## src/rtl/debug_register_dumper.sv

```systemverilog
// Register-file dump engine: snapshots the register bus on request and streams it
// byte by byte (register 0 first, MSB first) through a one-byte UART start/done handshake.
module debug_register_dumper #(
  parameter int unsigned N_REGS = 32,
  parameter int unsigned REG_W  = 32,
  parameter int unsigned BYTE_W = 8
) (
  input  logic                    clk,
  input  logic                    i_reset,
  input  logic                    i_start,
  input  logic [N_REGS*REG_W-1:0] i_registers,
  input  logic                    i_tx_done,
  output logic [BYTE_W-1:0]       o_tx_data,
  output logic                    o_tx_start,
  output logic                    o_busy,
  output logic                    o_done
);

  localparam int unsigned BytesPerReg = REG_W / BYTE_W;
  localparam int unsigned NBytes      = N_REGS * BytesPerReg;
  localparam int unsigned CntW        = $clog2(NBytes);
  localparam logic [CntW-1:0] LastByte = CntW'(NBytes - 1);

  localparam logic [1:0] StIdle = 2'd0;
  localparam logic [1:0] StSend = 2'd1;
  localparam logic [1:0] StWait = 2'd2;
  localparam logic [1:0] StDone = 2'd3;

  logic [1:0]              r_state;
  logic [CntW-1:0]         r_cnt;
  logic [N_REGS*REG_W-1:0] r_snap;

  logic [1:0]              w_state_next;
  logic [CntW-1:0]         w_cnt_next;
  logic                    w_load;
  logic [BYTE_W-1:0]       w_bytes [NBytes];

  // Transmit order: byte n is register n/BytesPerReg, most-significant byte first.
  for (genvar n = 0; n < NBytes; n++) begin : g_bytes
    assign w_bytes[n] = r_snap[REG_W*(n/BytesPerReg)
                               + BYTE_W*(BytesPerReg-1-(n%BytesPerReg)) +: BYTE_W];
  end

  always_comb begin
    w_state_next = r_state;
    w_cnt_next   = r_cnt;
    w_load       = 1'b0;
    case (r_state)
      StIdle: begin
        if (i_start) begin
          w_load       = 1'b1;
          w_cnt_next   = '0;
          w_state_next = StSend;
        end
      end
      StSend: w_state_next = StWait;
      StWait: begin
        if (i_tx_done) begin
          if (r_cnt == LastByte) begin
            w_state_next = StDone;
          end else begin
            w_cnt_next   = r_cnt + CntW'(1);
            w_state_next = StSend;
          end
        end
      end
      StDone:  w_state_next = StIdle;
      default: w_state_next = StIdle;
    endcase
  end

  always_ff @(posedge clk) begin
    if (i_reset) begin
      r_state <= StIdle;
      r_cnt   <= '0;
      r_snap  <= '0;
    end else begin
      r_state <= w_state_next;
      r_cnt   <= w_cnt_next;
      if (w_load) begin
        r_snap <= i_registers;
      end
    end
  end

  assign o_tx_start = (r_state == StSend);
  assign o_busy     = (r_state != StIdle);
  assign o_done     = (r_state == StDone);
  assign o_tx_data  = ((r_state == StSend) || (r_state == StWait)) ? w_bytes[r_cnt] : '0;

endmodule

```

## config.mk

```make
export PLATFORM = sky130hd
export DESIGN_NAME = debug_register_dumper
export DESIGN_NICKNAME = d
export VERILOG_FILES = /design/src/rtl/debug_register_dumper.sv
export SDC_FILE = /design/constraint.sdc
export NUM_CORES = 2
export LEC_CHECK = 0
export CAP_MARGIN = 25
export CORE_AREA = 2 2 409 411
export DETAILED_ROUTE_END_ITERATION = 8
export DIE_AREA = 0 0 411 413
export SKIP_LAST_GASP = 1
export SLEW_MARGIN = 20
export SYNTH_ARGS = -nofsm -noshare
export SYNTH_HDL_FRONTEND = slang
export SYNTH_SLANG_ARGS = --single-unit
```

## constraint.sdc

```tcl
create_clock -name clk -period 3.6 [get_ports clk]
set_clock_uncertainty 0.05 [all_clocks]
set_input_delay 0.36 -clock clk [delete_from_list [all_inputs] [get_ports clk]]
set_output_delay 0.36 -clock clk [all_outputs]
set_load 0.005 [all_outputs]
```

After elaboration in Yosys (flattened, before gate mapping)
Cells that the tools add are included.
{"block": "totals", "reg_bits": 1033, "inputBits": 1028}
{"block": "classes", "addsub": 1, "magnitude_cmp": 1, "eq_ne": 7, "n_mux": 14, "bitwise": 1, "n_reduce_logical": 6}
{"op": "$bmux 8 s7", "count": 1}
{"op": "$mux 8", "count": 3}
{"op": "$mux 7", "count": 3}
{"op": "$pmux 7 s2", "count": 1}
{"op": "$ge 8x8->1 const B", "count": 1}
{"op": "$not 7->8", "count": 1}
{"op": "$pmux 2 s4", "count": 1}
{"op": "$add 7x1->7 const B", "count": 1}
{"op": "$eq 7x7->1 const B", "count": 1}
{"op": "$mux 2", "count": 3}
{"op": "$ne 2x2->1 const B", "count": 3}
{"op": "$eq 2x2->1 const B", "count": 2}
{"op": "$reduce_and 4->1", "count": 1}
{"op": "$reduce_bool 2->1", "count": 2}
{"op": "$eq 2x1->1 const B", "count": 1}
{"op": "$logic_not 2->1", "count": 1}
{"op": "$mux 1", "count": 2}
{"op": "$reduce_and 2->1", "count": 1}
{"op": "$logic_or 1x1->1", "count": 1}

Depth between registers and ports, before layout
{"block": "logic_depth", "word_depth": 5, "mapped_depth": 11, "ltp_nobuf": 8}

Worst setup path after synthesis
OpenSTA, ideal clock, no wires.
{"block": "synth_path", "path_kind": "reg-to-output", "from": "reg r_cnt[2]", "to": "out o_tx_data[3]", "arrival_time_ns": 2.080, "setup_slack_ns": 1.110, "path_stages_with_launch": 10, "path_cell_list": "dfxtp_1 buf_2 buf_4 buf_2 mux4_2 mux2i_1 o22ai_1 nor3_1 o31ai_1 o311a_1"}
{"block": "synth_between", "elab_chain_cells": 5}
{"item": "start, declared", "line_no": "30", "text": "logic [CntW-1:0] r_cnt;"}
{"item": "start signal, assigned", "line_no": "79", "text": "r_cnt <= w_cnt_next;"}
{"item": "$not 7->8 (implied by the code)", "line_no": "89", "text": "assign o_tx_data = ((r_state == StSend) || (r_state == StWait)) ? w_bytes[r_cnt] : '0;"}
{"item": "$bmux 8 s7", "line_no": "89"}
{"item": "$mux 8 (implied by the code) (2 in a row)", "line_no": "89"}
{"item": "$mux 8", "line_no": "89"}
{"item": "end, declared", "line_no": "13", "text": "output logic [BYTE_W-1:0] o_tx_data,"}
No other way between the ends. The select of a mux whose other input is x is not followed.

Worst setup path after layout
Ends and elaborated chain as after synthesis.

==> flow_summary.yaml <==
synthesis:
  synth_common_cells: "nand2_1 (2,066), dfxtp_1 (1,033), a21oi_1 (1,032), clkbuf_1 (338), mux4_2 (230)"
  ys_seq_elements: 1033
  synth_area_leaders: "dfxtp_1 (47%), nand2_1 (18%), mux4_2 (12%)"
  synth_top_family_by_area: "simple AND/OR/NAND/NOR gates"
  syn-num-nets: 6179
  synth_top_area_share_pct: 47.4
  synth_area_um2: 43600
  ys_seq_area_share_pct: 47.4
  ys.flop_type: "dfxtp_1"
  netlist_instances: 5146
  async_reset_ff_share_pct: 0
  synth_fa_ha_area_share_pct: 0.144
  synthMuxAreaShare_pct: 15.3
  synth-xor-area-share_pct: 0.100
  yosysWarnings: 0
  synth_compound_area_share_pct: 13.8
  synth-edff-count: 0
  syn_avg_cell_area_um2: 8.47
  synth_cell_types: 48
  post-synth-top-count-cell: "nand2_1"
  yosysTopAreaCell: "dfxtp_1"
  synth-simple-area-share_pct: 18.6
sta:
  period_share_pct: 107
  slew_headroom_pct: 37.6
  hold_violations: 0
  setup_viol: 8
  slew_violations: 0
  max_freq_ghz: 0.259
  worst_slew_pin_slew_ns: 0.936
  rsz0062_at_grt: "true"
  post-route-min-period_ns: 3.86
  finalSetupTns_ns: -1.53
  fin_ws_ns: -0.261
route:
  vias: 41600
  dr.pass1.iters: 6
  drt_iter0_drc: 3862
  ant_nets: 0
  vias_per_cell: 4.89
  drc_errors: 0
  wl_per_cell_um: 23.9
  wl_um: 204000
floorplanning:
  core_area_um2: 166000
  num_rows: 150
  dieHeight_um: 413
  die_w_um: 411
  initial_core_util_pct: 26.3
  die_area_um2: 170000
  pin_count: 1039
worst_setup_path:
  critPathKind: "flip-flop to primary output"
  worst_ep_arrival_time_ns: 3.45
  cp-end-kind: "primary output"
  required_ns: 3.19
  worst-path-max-fanout: 16
  crit_path_start_kind: "flip-flop"
job:
  timing.max_cap.violations: 0
clock_network:
  insertion_delay_ns: 0.74
  clk_pin_slew_ns: 0.06
  cts_hold_buf: 0
  htreeDepth: 3
  numCtsBuffers: 115
  clockBufferDepth: 3
  cts_sinks: 1033
  root_buffer: "clkbuf_16"
  cts_tree: "built"
power:
  powerDensity_nw_per_um2: 562
  switchingPower_mw: 11.0
  comb_power_share_pct: 26.8
  switching_share_pct: 30.7
  internal_power_mw: 24.9
  vdd_ir_drop_max_mv: 0.385
  leakagePower_nw: 22.7
  clockPowerShare_pct: 35.5
  p_seq_share_pct: 37.7
layout:
  finalNonFillerCells: 8508
  drive_gt1_share_pct: 14.3
  areaGrowthSynthToFinish_pct: 46.5
  design_area_um2: 63800
  fillers: 16600
  final_util_pct: 38.5
  fin_nets: 7227
placed_design:
  placed_cells: 8195
  hpwl_um: 155000
  place_area_um2: 57200
  port_buffers: 1038
  post-place-ws_ns: -0.927
  gp_congestion: 0.920
outcome:
  violations: "setup timing"
  status: "finished with violations"
global_routing:
  grt_first_pass_wirelength_um: 285000
  grt_overflow_total: 0
  grt_max_degree: 115
  gr-usage-all-layers_pct: 23.0
  antenna_found_initial: 24
  first_global_vias: 41300
hold_path:
  hold_class: "input pin to flip-flop"
==> final timing paths <==
kind / slack [ns] / cells past startpoint / to / start
hold reg to reg: 0.40 / 2 / r_snap[360]$_SDFFE_PP0P_ / r_snap[360]$_SDFFE_PP0P_
setup / recovery: -0.26 / 7 / o_tx_data[3] / r_cnt[2]$_SDFFE_PP0P_
setup reg to reg: 1.06 / 7 / r_snap[148]$_SDFFE_PP0P_ / r_state[0]$_SDFFE_PP0P_
hold / removal: 0.11 / 3 / r_snap[674]$_SDFFE_PP0P_ / i_registers[674]
==> power groups by stage <==
stage          sequential (mW)  clock (mW)  combinational [mW]
6_report                  13.5        12.7                9.63
5_1_grt                   13.6        13.4                10.4
4_1_cts                   13.5        12.9                9.61
3_5_place_dp              13.7           0                8.33
3_3_place_gp              13.7           0                8.25
2_1_floorplan             13.4           0                4.82
==> metal layers <==
| layer | global-route usage (%) | part of all wire [%] |
|---|---|---|
| met3 | 3.56 | 5.9 |
| met4 | 9.30 | 4.0 |
| met2 | 40.0 | 49 |
| met1 | 28.3 | 41 |
| met5 | 0 | 0.013 |
==> area by class of cell <==
class	count	area (um2)	share of cell area, %
flip-flops and latches	1033	20700	32.4
inverters	6	22.5	0.0353
diodes	12	30.0	0.0470
well taps	2204	2760	4.32
clock buffers	164	3390	5.31
clock inverters	51	757	1.19
repair buffers	1366	14200	22.3
multi-input cells	3672	22000	34.4
==> placed cells by master (no fill, tap or decap), types with 5 or more instances in the layout <==
cell	count
a21oi_1	1031
clkbuf_8	33
a22oi_1	20
buf_16	17
bufinv_16	14
inv_6	7
o22ai_4	6
buf_12	63
o22ai_1	8
mux2_2	6
a211oi_4	6
ha_1	5
clkinv_2	16
o22ai_2	9
nor2b_1	5
buf_6	26
mux2i_4	20
dfxtp_1	1029
inv_1	5
a22oi_2	9
diode_2	12
clkbuf_16	116
nand3_1	8
mux4_2	232
clkdlybuf4s50_1	1029
buf_2	5
clkbuf_1	16
a22o_1	6
mux2i_1	102
nor2_4	5
nand2_1	2065
buf_8	11
buf_4	211
nor2_1	20
mux2i_2	16
nor2_2	6
clkinvlp_4	5
==> cells by family after synthesis <==
group           after synthesis
compound gates             1149
buf+inv                     441
flops                      1033
mux                         376
fa+ha+maj                     5
xor+xnor                      5
simple gates               2137
==> critical path, cell delays in order (launching register included) <==
cell       delay, ns
dfxtp_4         0.43
buf_12          0.20
bufbuf_16       0.40
mux4_2          0.55
a31oi_1         0.35
nand3_1         0.16
o311a_4         0.42
buf_6           0.14
==> repair_timing <==
action,in CTS,in global routing
buffers inserted,73,15
cloned,15,1
gates resized for setup,263,37
setup endpoints to repair,8,8
pin swaps,40,25
==> sequential cells by signal, summed over array words and instances (netlist names) <==
| signal | flops |
|---|---|
| r_cnt | 7 |
| r_snap | 1024 |
| r_state | 2 |
==> per-stage QoR <==
| step | total power, mW | hold slack [ns] |
|---|---|---|
| 3_5_place_dp | 22.1 | 0.393 |
| 2_1_floorplan | 18.2 | 0.382 |
| 6_report | 35.9 | 0.112 |
| 5_1_grt | 37.4 | 0.0804 |
| 3_3_place_gp | 22.0 | 0.388 |
| 4_1_cts | 36.1 | 0.0322 |
(Power assumes the default switching activity.)
